`config.mk`:
```
export PLATFORM = sky130hd
export DESIGN_NAME = micro_op_issue
export DESIGN_NICKNAME = d
export VERILOG_FILES = /design/src/rtl/micro_op_issue_pkg.sv /design/src/rtl/micro_op_regfile.sv /design/src/rtl/micro_op_issue.sv
export SDC_FILE = /design/constraint.sdc
export NUM_CORES = 1
export LEC_CHECK = 0
export BUFFER_PORTS_ARGS = -buffer_cell sky130_fd_sc_hd__clkbuf_2
export CAP_MARGIN = 40
export CORE_MARGIN = 4
export CORE_UTILIZATION = 45
export DETAILED_ROUTE_END_ITERATION = 16
export PLACE_DENSITY = 0.69
export SLEW_MARGIN = 5
export SYNTH_ARGS = -nofsm -noshare
export SYNTH_HDL_FRONTEND = slang
export SYNTH_SLANG_ARGS = --single-unit
export TNS_END_PERCENT = 100
```
`constraint.sdc`:
```
create_clock -name clock -period 3.25 [get_ports clock]
set_input_delay 0.4875 -clock clock [delete_from_list [all_inputs] [get_ports clock]]
set_output_delay 0.4875 -clock clock [all_outputs]
set_load 0.005 [all_outputs]
```
`src/rtl/micro_op_issue_pkg.sv`:
```
// Shared encodings for the micro-op issue stage: logic-unit op codes and FSM states.
package micro_op_issue_pkg;

    // Op select values driven to the logic unit's selective_set input
    localparam logic [1:0] OP_AND = 2'd0;
    localparam logic [1:0] OP_OR  = 2'd1;
    localparam logic [1:0] OP_XOR = 2'd2;
    localparam logic [1:0] OP_NOT = 2'd3;

    // Issue FSM: accept in IDLE, let the unit sample in EXEC, write back in WB
    typedef enum logic [1:0] {
        IDLE = 2'd0,
        EXEC = 2'd1,
        WB   = 2'd2
    } state_e;

endpackage

```
`src/rtl/micro_op_regfile.sv`:
```
// Small register file: two combinational operand read ports, one combinational
// debug read port, a host load port and a write-back port. When both write
// ports target the same register on one edge, the write-back value wins.
module micro_op_regfile #(
    parameter int WIDTH = 4,
    parameter int REGS  = 4,
    parameter int AW    = $clog2(REGS)
) (
    input  logic             clock,
    input  logic             reset,
    input  logic [AW-1:0]    ra_addr,
    output logic [WIDTH-1:0] ra_data,
    input  logic [AW-1:0]    rb_addr,
    output logic [WIDTH-1:0] rb_data,
    input  logic [AW-1:0]    rd_addr,
    output logic [WIDTH-1:0] rd_data,
    input  logic             host_en,
    input  logic [AW-1:0]    host_addr,
    input  logic [WIDTH-1:0] host_data,
    input  logic             wb_en,
    input  logic [AW-1:0]    wb_addr,
    input  logic [WIDTH-1:0] wb_data
);

    // Current contents of every register, gathered for the read muxes
    logic [WIDTH-1:0] rf_rd [REGS];

    for (genvar gi = 0; gi < REGS; gi++) begin : g_reg
        logic [WIDTH-1:0] reg_q;
        logic [WIDTH-1:0] reg_d;

        // Next value: write-back has priority over a host load to the same register
        always_comb begin
            reg_d = reg_q;
            if (wb_en && (wb_addr == AW'(gi))) begin
                reg_d = wb_data;
            end else if (host_en && (host_addr == AW'(gi))) begin
                reg_d = host_data;
            end
        end

        // Register storage with synchronous active-low clear
        always_ff @(posedge clock) begin
            if (!reset) begin
                reg_q <= '0;
            end else begin
                reg_q <= reg_d;
            end
        end

        assign rf_rd[gi] = reg_q;
    end

    // Reads see the pre-edge contents, so a same-edge host write is not forwarded
    assign ra_data = rf_rd[ra_addr];
    assign rb_data = rf_rd[rb_addr];
    assign rd_data = rf_rd[rd_addr];

endmodule

```
`src/rtl/micro_op_issue.sv`:
```
// Operand-fetch and issue stage for the 4-bit logic microoperation unit.
// Accepts one command per three cycles, presents operands and op select to the
// unit, and writes its registered result back to the destination register.
module micro_op_issue
    import micro_op_issue_pkg::*;
#(
    parameter int WIDTH = 4,
    parameter int REGS  = 4
) (
    input  logic                      clock,
    input  logic                      reset,
    input  logic                      cmd_valid,
    output logic                      cmd_ready,
    input  logic [1:0]                cmd_op,
    input  logic [$clog2(REGS)-1:0]   cmd_src_a,
    input  logic [$clog2(REGS)-1:0]   cmd_src_b,
    input  logic [$clog2(REGS)-1:0]   cmd_dst,
    input  logic                      wr_en,
    input  logic [$clog2(REGS)-1:0]   wr_addr,
    input  logic [WIDTH-1:0]          wr_data,
    input  logic [$clog2(REGS)-1:0]   rd_addr,
    output logic [WIDTH-1:0]          rd_data,
    output logic [1:0]                lu_select,
    output logic [WIDTH-1:0]          lu_a,
    output logic [WIDTH-1:0]          lu_b,
    input  logic [WIDTH-1:0]          lu_data,
    output logic                      done,
    output logic [WIDTH-1:0]          result
);

    localparam int AW = $clog2(REGS);

    state_e           state_q, state_d;
    logic [WIDTH-1:0] lu_a_q, lu_a_d;
    logic [WIDTH-1:0] lu_b_q, lu_b_d;
    logic [1:0]       lu_sel_q, lu_sel_d;
    logic [AW-1:0]    dst_q, dst_d;
    logic             done_q, done_d;
    logic [WIDTH-1:0] result_q, result_d;

    logic [WIDTH-1:0] ra_data;
    logic [WIDTH-1:0] rb_data;
    logic             wb_en;

    micro_op_regfile #(
        .WIDTH (WIDTH),
        .REGS  (REGS),
        .AW    (AW)
    ) u_regfile (
        .clock     (clock),
        .reset     (reset),
        .ra_addr   (cmd_src_a),
        .ra_data   (ra_data),
        .rb_addr   (cmd_src_b),
        .rb_data   (rb_data),
        .rd_addr   (rd_addr),
        .rd_data   (rd_data),
        .host_en   (wr_en),
        .host_addr (wr_addr),
        .host_data (wr_data),
        .wb_en     (wb_en),
        .wb_addr   (dst_q),
        .wb_data   (lu_data)
    );

    // Issue FSM next-state: latch operands on accept, wait one edge for the unit, write back
    always_comb begin
        state_d  = state_q;
        lu_a_d   = lu_a_q;
        lu_b_d   = lu_b_q;
        lu_sel_d = lu_sel_q;
        dst_d    = dst_q;
        done_d   = 1'b0;
        result_d = result_q;
        wb_en    = 1'b0;
        case (state_q)
            IDLE: begin
                if (cmd_valid) begin
                    // Operand B is fetched even for NOT; the unit ignores it
                    lu_a_d   = ra_data;
                    lu_b_d   = rb_data;
                    lu_sel_d = cmd_op;
                    dst_d    = cmd_dst;
                    state_d  = EXEC;
                end
            end
            EXEC: begin
                state_d = WB;
            end
            WB: begin
                wb_en    = 1'b1;
                result_d = lu_data;
                done_d   = 1'b1;
                state_d  = IDLE;
            end
            default: begin
                state_d = IDLE;
            end
        endcase
    end

    // Issue FSM state and registered outputs; reset aborts any in-flight command
    always_ff @(posedge clock) begin
        if (!reset) begin
            state_q  <= IDLE;
            lu_a_q   <= '0;
            lu_b_q   <= '0;
            lu_sel_q <= OP_AND;
            dst_q    <= '0;
            done_q   <= 1'b0;
            result_q <= '0;
        end else begin
            state_q  <= state_d;
            lu_a_q   <= lu_a_d;
            lu_b_q   <= lu_b_d;
            lu_sel_q <= lu_sel_d;
            dst_q    <= dst_d;
            done_q   <= done_d;
            result_q <= result_d;
        end
    end

    assign cmd_ready = (state_q == IDLE);
    assign lu_a      = lu_a_q;
    assign lu_b      = lu_b_q;
    assign lu_select = lu_sel_q;
    assign done      = done_q;
    assign result    = result_q;

endmodule

```
==> results.md <==
- CP bufs+invs: 2
- CTS tree: done
- Worst Tran Pin Value: between 0.4 and 0.5 ns
- EDFF count, synth: 0
- Primary FF master, synth: dfxtp_1
- Critical hold path startpoint: cmd_op[1]
- Via Count: between 1000 and 1500
- Maximum clock insertion buffer count: 2
- Placed cells: 233
- Hold endpoint: lu_select[1]
- Post-Syn Nets: between 150 and 200
- Global-route wire length before repair: 6130 um
- Placement Rows: 21
- CORE AREA: 3440 sq um
- CTS buffer count: 5
- Cells along the critical path: clkbuf_2, mux4_2, clkbuf_2
- Place WS: 1.44 ns
- Worst-path clk slew: 0.07 ns
- Iter 0 DRT Violations: 69
- Status: completed
- Worst Hold Class: input pin to flop
- Reg2reg path depth: 4
- Reg2reg start: state_q[1]
- VDD IR-drop max: about 0.26 mV
- Largest fanout on the critical path: 4
- Yosys top cell by area: dfxtp_1
- Vias per Instance: 5.57
- H-tree depth: 2
- Synth top cells by count: 35 x dfxtp_1, 24 x mux2i_1, 16 x a21oi_1
- Non-Filler Instances: approximately 240
- Worst R2R End: lu_a[2]
- Crit path top cell by count: clkbuf_2
- Top routing layer in use: met4
- CTS Sinks: 35
- Slew margin rel.: 67.6%
- Fin util: 58.5%
- # setup viols final: 0
- Post-synthesis sequential area ratio: 42.3%
- Yosys reg bits: 35
- Fillcell total: 301
- Crit Path Class: input pin to output port
- DPL Wire Length: slightly below 3000 um
- Initial antenna violation count: 0
- Area of the multi-input gates: 911 sq um
- Max cap viols: 0
- Post-CTS setup buffers: 0
- Final ANT Viol Nets: 0
- Total wire length: 3700 um
- Min cycle time layout: between 1.5 and 2 ns
- Final #Nets: 218
- Total gr overflow: 0
- Register area: 701 sq um
- Post-synthesis cell type count: 22
- Fmax: approximately 560 MHz
- Worst endpoint data arrival time: 1.31 ns
- ANT cells: 0
- Final hold vios: 0
- Hold depth: 3
- Slew Viols, Final: 0
- Synth top area cells: dfxtp_1 42%, mux4_2 16%, mux2i_1 15%, a21oi_1 4.8%, o2bb2ai_1 4.2%
- Ys Warns: 0
- Mapped Avg Cell Area: between 10 and 15 sq um
- Die W: 68.7 um
- LEAKAGE: slightly above 0.9 nW
- CTS root buf: clkbuf_8
- DR WL/cell: 15.4 um
- Final setup margin: 1.45 ns
- Post_cts resized: 0
- Initial Utilization: 48.1%
- Skew final: 0.00805 ns
- Cell with the most instances after synthesis: dfxtp_1
- Asr flop ratio synth: 0%
- Fin crit share: 55.3%
- Largest net degree at the start of global routing: 28
- Synth top area share: 42.3%
- Hold Slack: 0.441 ns
- Hold_buf cts: 0
- Post-Syn Instances: around 150
- Io pins: 44
- DR DRC count: 0
- PwrDens: roughly 480 nW/um^2
- Gr usage total: 17.9%
- WL met2: 1890 um
- DR WL met3: 273 um
- GP Congestion: approximately 0.76
- Vias in the first global route: ~1300
- Die area: 4720 sq um
- Layout cell share with drive strength beyond 1: roughly a third
- R2r setup slk: 1.62 ns
- Startpoint types: input pin
- Setup TNS: 0 ns
- Worst-Skew Late Latency: 0.28 ns
- Setup crit end kind: output port
- Area Overhead vs Synth: 21.5%
- Critical Path Slowest Stage Cell: mux4_2
- WP data required: 2.76 ns
- CP top delay family: multiplexers
- Synthesized area: ~1700 sq um
- Port bufs: 43
- DRT Pass-1 Iters: 4
- Die Span Y: 68.7 um
- Critical path's largest stage delay: 0.52 ns
- Met1 WL: between 1000 and 1500 um
- RSZ-0062 raised after global routing: false
==> cell type report <==
class,count,area share [%]
clock buffers,6,4.10
multi-input cells,107,45.2
repair buffers,44,11.1
flip-flops and latches,35,34.8
well taps,46,2.86
clock inverters,2,1.74
inverters,1,0.186
==> routing by layer <==
| layer | vias to the layer above | GRT usage, % |
|---|---|---|
| met3 | 6 | 5.67 |
| li1 | 664 | - |
| met1 | 631 | 20.5 |
| met4 | 0 | 6.20 |
| met5 | - | 0 |
| met2 | 41 | 31.2 |
==> tightest hold or removal path: cells and delay by family <==
kind          cells  cell delay [ns]
buf+inv           1             0.08
simple gates      1             0.07
mux               1             0.05
==> sequential cells by signal, indices dropped and copies added (netlist names) <==
register           cells
state_q                2
dst_q                  2
result                 4
lu_a                   4
lu_select              2
u_regfile.g.reg_q     16
lu_b                   4
done                   1
==> placed cells by master, fill, tap and decap left out, drive strengths merged <==
cell type / instances
o2bb2ai: 8
or3b: 1
o21ai: 16
mux2i: 24
buf: 1
bufinv: 1
a21oi: 16
nand4bb: 2
nand2: 9
and2: 1
or4b: 1
clkbuf: 49
nand3: 1
nand3b: 2
nor3b: 1
dfxtp: 35
nand4b: 1
mux4: 12
nand2b: 1
nor2: 11
clkinv: 2
==> how the worst max path moves through the flow <==
stage,start,end,slack (ns),cells after the start
after global routing,rd_addr[1],rd_data[0],1.40,3
after global placement,rd_addr[1],rd_data[3],1.46,3
after CTS,rd_addr[1],rd_data[0],1.45,3
after detailed placement,rd_addr[1],rd_data[0],1.44,3
after floorplan,rd_addr[1],rd_data[0],1.80,1
final,rd_addr[1],rd_data[1],1.45,3
==> stage by stage <==
step	total power [W]	instance area, sq um
global route	0.00102	2010
CTS	0.000983	2010
detailed placement	0.000588	1900
finish	0.000974	2010
floorplan	0.000539	1660
global placement	0.000582	1900
==> logic make-up (layout without fill, tap and decap cells) <==
kind of cell	Yosys count	after routing	share of synthesized area (%)
DFF	35	35	42.3
muxes	36	36	30.8
buffers and inverters	11	53	2.72
and+or+nand+nor	31	31	10.3
AOI/OAI and AO/OA	40	40	13.9
==> power by group <==
part | total (W) | internal, W | switching [W]
sequential | 0.000465 | 0.000447 | 0.0000173
clock | 0.000396 | 0.000248 | 0.000148
combinational | 0.000113 | 0.0000591 | 0.0000538
Note: power is estimated with default switching activity, not from simulation.
